<file path="src/rtl/mcpu_vram_dma.sv">
// rtl/mcpu_vram_dma.sv - VRAM fill/copy/masked-fill DMA engine with CPU pass-through
module mcpu_vram_dma #(
    parameter int AW = 13
) (
    input  logic          clk,
    input  logic          reset,
    input  logic          cmd_valid,
    output logic          cmd_ready,
    input  logic [1:0]    cmd_op,
    input  logic [AW-1:0] cmd_src,
    input  logic [AW-1:0] cmd_dst,
    input  logic [AW-1:0] cmd_len,
    input  logic [7:0]    cmd_fill,
    input  logic [7:0]    cmd_mask,
    input  logic [AW-1:0] cpu_addr,
    input  logic          cpu_we,
    input  logic [7:0]    cpu_wdata,
    output logic          cpu_stall,
    output logic          busy,
    output logic          done,
    output logic          err,
    output logic [AW-1:0] vram_addr,
    output logic          vram_we,
    output logic [7:0]    vram_wdata,
    input  logic [7:0]    vram_rdata
);

    typedef enum logic [2:0] {
        S_IDLE = 3'd0,
        S_FILL = 3'd1,
        S_RD   = 3'd2,
        S_WR   = 3'd3,
        S_DONE = 3'd4
    } state_t;

    localparam logic [1:0] OP_FILL = 2'b00;
    localparam logic [1:0] OP_COPY = 2'b01;
    localparam logic [1:0] OP_RSVD = 2'b11;

    state_t        state_q, state_d;
    logic [AW-1:0] src_q, src_d;
    logic [AW-1:0] dst_q, dst_d;
    logic [AW-1:0] rem_q, rem_d;
    logic [7:0]    fill_q, fill_d;
    logic [7:0]    mask_q, mask_d;
    logic [7:0]    data_q, data_d;
    logic [1:0]    op_q, op_d;
    logic          err_q, err_d;
    logic          accept;
    logic          last_byte;

    assign accept    = (state_q == S_IDLE) && cmd_valid;
    assign last_byte = (rem_q == AW'(1));

    // State register
    always_ff @(posedge clk) begin
        if (reset) begin
            state_q <= S_IDLE;
        end else begin
            state_q <= state_d;
        end
    end

    // Command latches, address/length counters and the read-back byte
    always_ff @(posedge clk) begin
        if (reset) begin
            src_q  <= '0;
            dst_q  <= '0;
            rem_q  <= '0;
            fill_q <= '0;
            mask_q <= '0;
            data_q <= '0;
            op_q   <= '0;
            err_q  <= 1'b0;
        end else begin
            src_q  <= src_d;
            dst_q  <= dst_d;
            rem_q  <= rem_d;
            fill_q <= fill_d;
            mask_q <= mask_d;
            data_q <= data_d;
            op_q   <= op_d;
            err_q  <= err_d;
        end
    end

    // Next-state logic
    always_comb begin
        state_d = state_q;
        case (state_q)
            S_IDLE: begin
                if (cmd_valid) begin
                    if (cmd_len == '0 || cmd_op == OP_RSVD) state_d = S_DONE;
                    else if (cmd_op == OP_FILL)             state_d = S_FILL;
                    else                                    state_d = S_RD;
                end
            end
            S_FILL:  state_d = last_byte ? S_DONE : S_FILL;
            S_RD:    state_d = S_WR;
            S_WR:    state_d = last_byte ? S_DONE : S_RD;
            S_DONE:  state_d = S_IDLE;
            default: state_d = S_IDLE;
        endcase
    end

    // Datapath next values; counters advance only on cycles that write a byte
    always_comb begin
        src_d  = src_q;
        dst_d  = dst_q;
        rem_d  = rem_q;
        fill_d = fill_q;
        mask_d = mask_q;
        data_d = data_q;
        op_d   = op_q;
        err_d  = err_q;
        if (accept) begin
            src_d  = cmd_src;
            dst_d  = cmd_dst;
            rem_d  = cmd_len;
            fill_d = cmd_fill;
            mask_d = cmd_mask;
            op_d   = cmd_op;
            err_d  = (cmd_op == OP_RSVD);
        end else begin
            case (state_q)
                S_FILL: begin
                    dst_d = dst_q + AW'(1);
                    rem_d = rem_q - AW'(1);
                end
                S_RD: data_d = vram_rdata;
                S_WR: begin
                    src_d = src_q + AW'(1);
                    dst_d = dst_q + AW'(1);
                    rem_d = rem_q - AW'(1);
                end
                default: ;
            endcase
        end
    end

    // Outputs; a write is suppressed in a reset cycle so an abort never lands a byte
    always_comb begin
        vram_addr  = dst_q;
        vram_we    = 1'b0;
        vram_wdata = fill_q;
        case (state_q)
            S_IDLE: begin
                vram_addr  = cpu_addr;
                vram_we    = cpu_we;
                vram_wdata = cpu_wdata;
            end
            S_FILL: vram_we = 1'b1;
            S_RD:   vram_addr = (op_q == OP_COPY) ? src_q : dst_q;
            S_WR: begin
                vram_we    = 1'b1;
                vram_wdata = (op_q == OP_COPY) ? data_q
                                               : ((data_q & ~mask_q) | (fill_q & mask_q));
            end
            default: ;
        endcase
        if (reset) vram_we = 1'b0;
        cmd_ready = (state_q == S_IDLE);
        busy      = (state_q != S_IDLE);
        cpu_stall = (state_q != S_IDLE);
        done      = (state_q == S_DONE) && !reset;
        err       = err_q;
    end

endmodule
</file>
<file path="config.mk">
export PLATFORM = sky130hd
export DESIGN_NAME = mcpu_vram_dma
export DESIGN_NICKNAME = d
export VERILOG_FILES = /design/src/rtl/mcpu_vram_dma.sv
export SDC_FILE = /design/constraint.sdc
export NUM_CORES = 1
export LEC_CHECK = 0
export CORE_UTILIZATION = 35
export DETAILED_ROUTE_END_ITERATION = 12
export GPL_TIMING_DRIVEN = 0
export PLACE_DENSITY = 0.61
export SLEW_MARGIN = 20
export SYNTH_ARGS = -nofsm -noshare
export SYNTH_HDL_FRONTEND = slang
export SYNTH_SLANG_ARGS = --single-unit
</file>
<file path="constraint.sdc">
create_clock -name clk -period 2.6 [get_ports clk]
set_clock_uncertainty 0.2 [all_clocks]
set_input_delay 0.65 -clock clk [delete_from_list [all_inputs] [get_ports clk]]
set_output_delay 0.65 -clock clk [all_outputs]
set_load 0.05 [all_outputs]
</file>
* Yosys cells after proc, flatten, opt, wreduce, memory -nomap -nowiden
Cells that the tools add are included.
** Storage, ports and cells
- Output and inout bits :: 27
- Register bits :: 69
** Operators by class
- Add/sub/neg operators :: 3
- Muxes and demuxes :: 18
- Reductions and logical operators :: 12
- Bitwise gates (word level) :: 5
- Equal/unequal tests :: 8
** Operators by type and width (count)
- $mux W13 :: 7
- $add A13 B1 Y13 const B :: 2
- $pmux W13 S2 :: 1
- $and A8 B8 Y8 :: 2
- $pmux W8 S2 :: 1
- $eq A13 B1 Y1 const B :: 1
- $logic_not A13 Y1 :: 1
- $sub A13 B1 Y13 const B :: 1
- $mux W3 :: 4
- $pmux W3 S4 :: 1
- $mux W8 :: 1
- $not A8 Y8 :: 1
- $or A8 B8 Y8 :: 1
- $eq A3 B2 Y1 const B :: 2
- $reduce_bool A2 Y1 :: 2
- $eq A3 B1 Y1 const B :: 1
- $eq A3 B3 Y1 const B :: 1
- $logic_not A3 Y1 :: 1
- $reduce_bool A3 Y1 :: 1
- $eq A2 B1 Y1 const B :: 1
- $eq A2 B2 Y1 const B :: 1
- $logic_and A1 B1 Y1 :: 2
- $logic_not A2 Y1 :: 1
- $mux W2 :: 1
- other kinds (8) :: 8

* Logic depth before layout (Yosys ltp)
- Word-level depth :: 5
- Depth in mapped cells :: 6
- Mapped depth without buffers :: 6

* Worst setup path after synthesis
Ideal clock, no wire load.
- Path type :: input port to output port
- From :: in reset
- To :: out done
- Arrival :: 2726 ps
- Setup slack :: -976 ps
- Stages :: 3
- Data required time :: 1750 ps
- Path through :: clkbuf_1 buf_1 nor4b_1
** On the way
- Word-level cells in the longest chain between the ends :: 2
** Ends and longest elaborated chain
- start: declaration :: RTL line 6 : input logic reset,
- $logic_not A1 Y1 :: RTL line 165 : done = (state_q == S_DONE) && !reset;
- $logic_and A1 B1 Y1 :: RTL line 165
- end: declaration :: RTL line 20 : output logic done,
Every way passes these cells.

* Worst setup path after layout
- From :: reg state_q[0]
- To :: out vram_wdata[5]
** On the way
- Word-level cells in the longest chain between the ends :: 2
- Elaborated cells on any way between the ends :: 3
- Classes of those cells :: 1 x eq/ne; 1 x mux; 1 x reduce/logical
** Ends and longest elaborated chain
- start: declaration :: RTL line 40 : state_t state_q, state_d;
- start signal: assignment :: RTL line 60 : state_q <= state_d;
- $eq A3 B2 Y1 or $logic_not A3 Y1 (tied branches) :: RTL line 146 : case (state_q)
- $pmux W8 S2 (*) :: RTL line 146
- end: declaration :: RTL line 24 : output logic [7:0] vram_wdata,
Every way passes the cells marked *; elsewhere a longest branch is shown, timed or not.

==> out/metrics.cfg <==
[die]
start_util = 0.362
io_pins = 117
die_y_um = 108
die-area_um2 = 11700
coreArea_um2 = 10900
rows = 38
chipWidth_um = 108

[placed_design]
portBuffers = 115
hpwlAfterDp_mm = 10.1
dp_cells = 730
gp_congestion = 0.886

[setup_path]
cpPeakStageDelay_ns = 0.38
crit_start = state_q[0]
worstReg2RegEnd = src_q[12]
worstRegToRegCells = 7
worstSetupStartpointType = register
cp_slowest_cell = dfxtp_4
cp_max_fo = 6
reg2reg_slack_ns = 0.36
path_buf_inv = 3
end_kind = primary output
cp_top_family = buffers and inverters
worst_path_most_repeated_cell = buf_6
reg2reg_from = state_q[2]
crit_type = reg -> out
cp_data_required_time_ns = 1.75
worstPathArrival_ns = 1.84
path_cells = buf_12, xor2_1, nor2_2, buf_6, a21boi_1, a221o_1, buf_6

[timing]
worstMarginPinSlew_ns = 0.790
fin_crit_ns = 2.69
timing.final.crit_share = 1.03
finalHoldViolations = 0
rsz0062_at_grt = yes
slew_headroom = 0.474
slew_viol_final = 0
final-setup-viol-count = 19
fin_ws_ns = -0.0854
max_freq_ghz = 0.372

[grt]
grt_pass1_vias = 4168
antenna_found_initial = 0
grt_pass1_wl_mm = 21.4
grt_max_degree = 14
track_usage = 0.239
grt_remaining_overflow = 0

[final_layout]
finalNonFillerCells = 769
final.fill_count = 1002
drive_above_1_share = 0.208
syn2layout_area_growth_pct = 50.1
antenna_cells = 0
final_util = 0.543
nNetsFinal = 718

[synth]
netlist_instances = 475
synth-edff-count = 0
seq_area_frac_synth = 0.351
syn_area_per_cell_um2 = 8.29
yosysTopAreaCell = dfxtp_1
ys_ff_latch = 69
synthTopCellsByArea = dfxtp_1 (35%), nand2_1 (5.8%), a21oi_1 (5.6%)
synth_top_flop_cell = dfxtp_1
syn-num-nets = 569
synth-async-reset-ratio = 0
yosys_warnings = 0
netlist.area_leader.share = 0.351
netlist_area_um2 = 3940
ys_types = 55

[pwr]
power_frac_comb = 0.449
power_frac_clock = 0.221
total_power_mw = 4.11
p_sw_frac = 0.405
vdd_drop_max_mv = 0.296
switching_power_mw = 1.66
power.leakage_nw = 2.21
p_int_mw = 2.44
p_per_area_nw_per_um2 = 695
seq_power_share = 0.330

[run_status]
outcome = finished, violations left
violations = setup timing

[min_path]
hold_start = fill_q[3]
hold_depth = 2
min_path_type = reg -> reg
hold_end = fill_q[3]

[clocking]
cts_sinks = 69
htree_levels = 3
cts_tree = built
clk_pin_slew_ns = 0.08
cts_made_buffers = 9
clock_latency_ns = 0.35
hold_buffers = 0
clockRootBuffer = clkbuf_8
clk_path_buf_depth = 2

[route]
drc_errors = 0
dr_total_vias = 4336
wl_per_cell_um = 18.0
ant_nets = 0
wl_met3_um = 871
drt-initial-drc-count = 334
top_layer = met4
vias_per_cell = 5.64
firstDrtPassIters = 5
routed-wl-met2_mm = 6.49
drt_wl_total_mm = 13.8
wl_met1_mm = 6.17

[job]
drv_cap = 0

==> tightest hold or removal path, delay by kind of cell, from the launching register on <==
family,cells,cell delay (ns)
AND/OR/NAND/NOR,1,0.05
flip-flops,1,0.31
AO/OA/AOI/OAI,1,0.05
==> layer usage <==
metal  global-route usage  vias to the layer above
met5                    0                        -
met4               0.0871                        0
met3               0.0307                       25
met2                0.394                      195
met1                0.319                     2058
li1                     -                     2058
==> sequential cells by signal, indices dropped and copies added, names as in the netlist <==
register	count
err	1
src_q	13
state_q	3
mask_q	8
dst_q	13
op_q	2
fill_q	8
data_q	8
rem_q	13
==> kinds of logic after synthesis <==
logic type / synth area share
adders and majority gates: 0.0127
DFF: 0.351
and+or+nand+nor: 0.272
xor gates and xnor gates: 0.0356
muxes: 0.0203
buffers and inverters: 0.0556
AOI/OAI and AO/OA: 0.253
==> power groups by stage <==
stage / Clock [mW] / Combinational, mW / Sequential, mW
after floorplan: 0 / 1.09 / 1.32
after global placement: 0 / 1.60 / 1.37
after detailed placement: 0 / 1.62 / 1.37
after CTS: 0.910 / 1.80 / 1.35
after global routing: 0.958 / 1.97 / 1.37
final: 0.906 / 1.84 / 1.36
==> timing repair <==
item | 4_1_cts | 5_1_grt
cloned | 1 | 0
gates resized for setup | 220 | 19
pin swaps | 8 | 4
endpoints found under the setup margin | 26 | 24
buffers inserted | 19 | 4
==> cells in the mapped netlist (5+ instances only) <==
master / instances
xor2_1: 9
o21ai_0: 6
clkbuf_1: 19
xnor2_1: 7
nand2_1: 61
nor2b_1: 10
nand4_1: 14
buf_2: 10
inv_1: 6
mux2i_1: 8
o211ai_1: 7
buf_6: 5
a2bb2oi_1: 5
nor2_1: 40
a211oi_2: 14
a221o_1: 20
a31oi_1: 7
nand3_1: 28
dfxtp_1: 69
nor3_1: 12
a21boi_0: 8
nor4_1: 7
nand2b_1: 5
a21oi_1: 44
==> layout make-up <==
cell class / instances / area (um^2) / area share
flip-flops and latches: 69 / 1390 / 0.236
multi-input cells: 363 / 2440 / 0.413
repair buffers: 139 / 1400 / 0.237
well taps: 140 / 175 / 0.0296
clock buffers: 9 / 124 / 0.0210
inverters: 6 / 22.5 / 0.00381
clock inverters: 7 / 75.1 / 0.0127
plain buffers: 36 / 280 / 0.0474
==> metrics by stage <==
| stage | TNS, ns | setup WS, ns | hold WS [ns] | area [um^2] |
|---|---|---|---|---|
| after floorplan | 0 | 0.0249 | 0.231 | 3970 |
| after CTS | -0.962 | -0.0738 | 0.260 | 5840 |
| after global placement | -21.14 | -0.996 | 0.240 | 5290 |
| after detailed placement | -22.86 | -1.01 | 0.249 | 5290 |
| final | -1.40 | -0.0854 | 0.257 | 5910 |
| after global routing | -2.20 | -0.135 | 0.283 | 5910 |
==> cells in the final DEF, fill, tap and decap left out, types with 6 or more instances in the layout <==
| cell type | n |
|---|---|
| a211oi_2 | 14 |
| a21oi_1 | 42 |
| a221o_1 | 20 |
| a31oi_1 | 7 |
| buf_2 | 6 |
| buf_4 | 23 |
| buf_6 | 29 |
| clkbuf_1 | 13 |
| clkbuf_8 | 12 |
| clkdlybuf4s50_1 | 89 |
| dfxtp_1 | 65 |
| inv_1 | 6 |
| mux2i_1 | 8 |
| nand2_1 | 61 |
| nand3_1 | 27 |
| nand4_1 | 14 |
| nor2_1 | 37 |
| nor2b_1 | 10 |
| nor3_1 | 10 |
| nor4_1 | 7 |
| o211ai_1 | 7 |
| o21ai_0 | 6 |
| xnor2_1 | 7 |
| xor2_1 | 9 |
==> worst max path at each step <==
stage / cells past startpoint / slack [ns] / end
6_report: 7 / -0.09 / vram_wdata[5]
5_1_grt: 7 / -0.14 / vram_wdata[1]
4_1_cts: 7 / -0.07 / vram_wdata[6]
3_5_place_dp: 5 / -1.01 / vram_we
3_3_place_gp: 5 / -1.0 / vram_we
2_1_floorplan: 5 / 0.02 / cpu_stall
(Power assumes the default switching activity.)
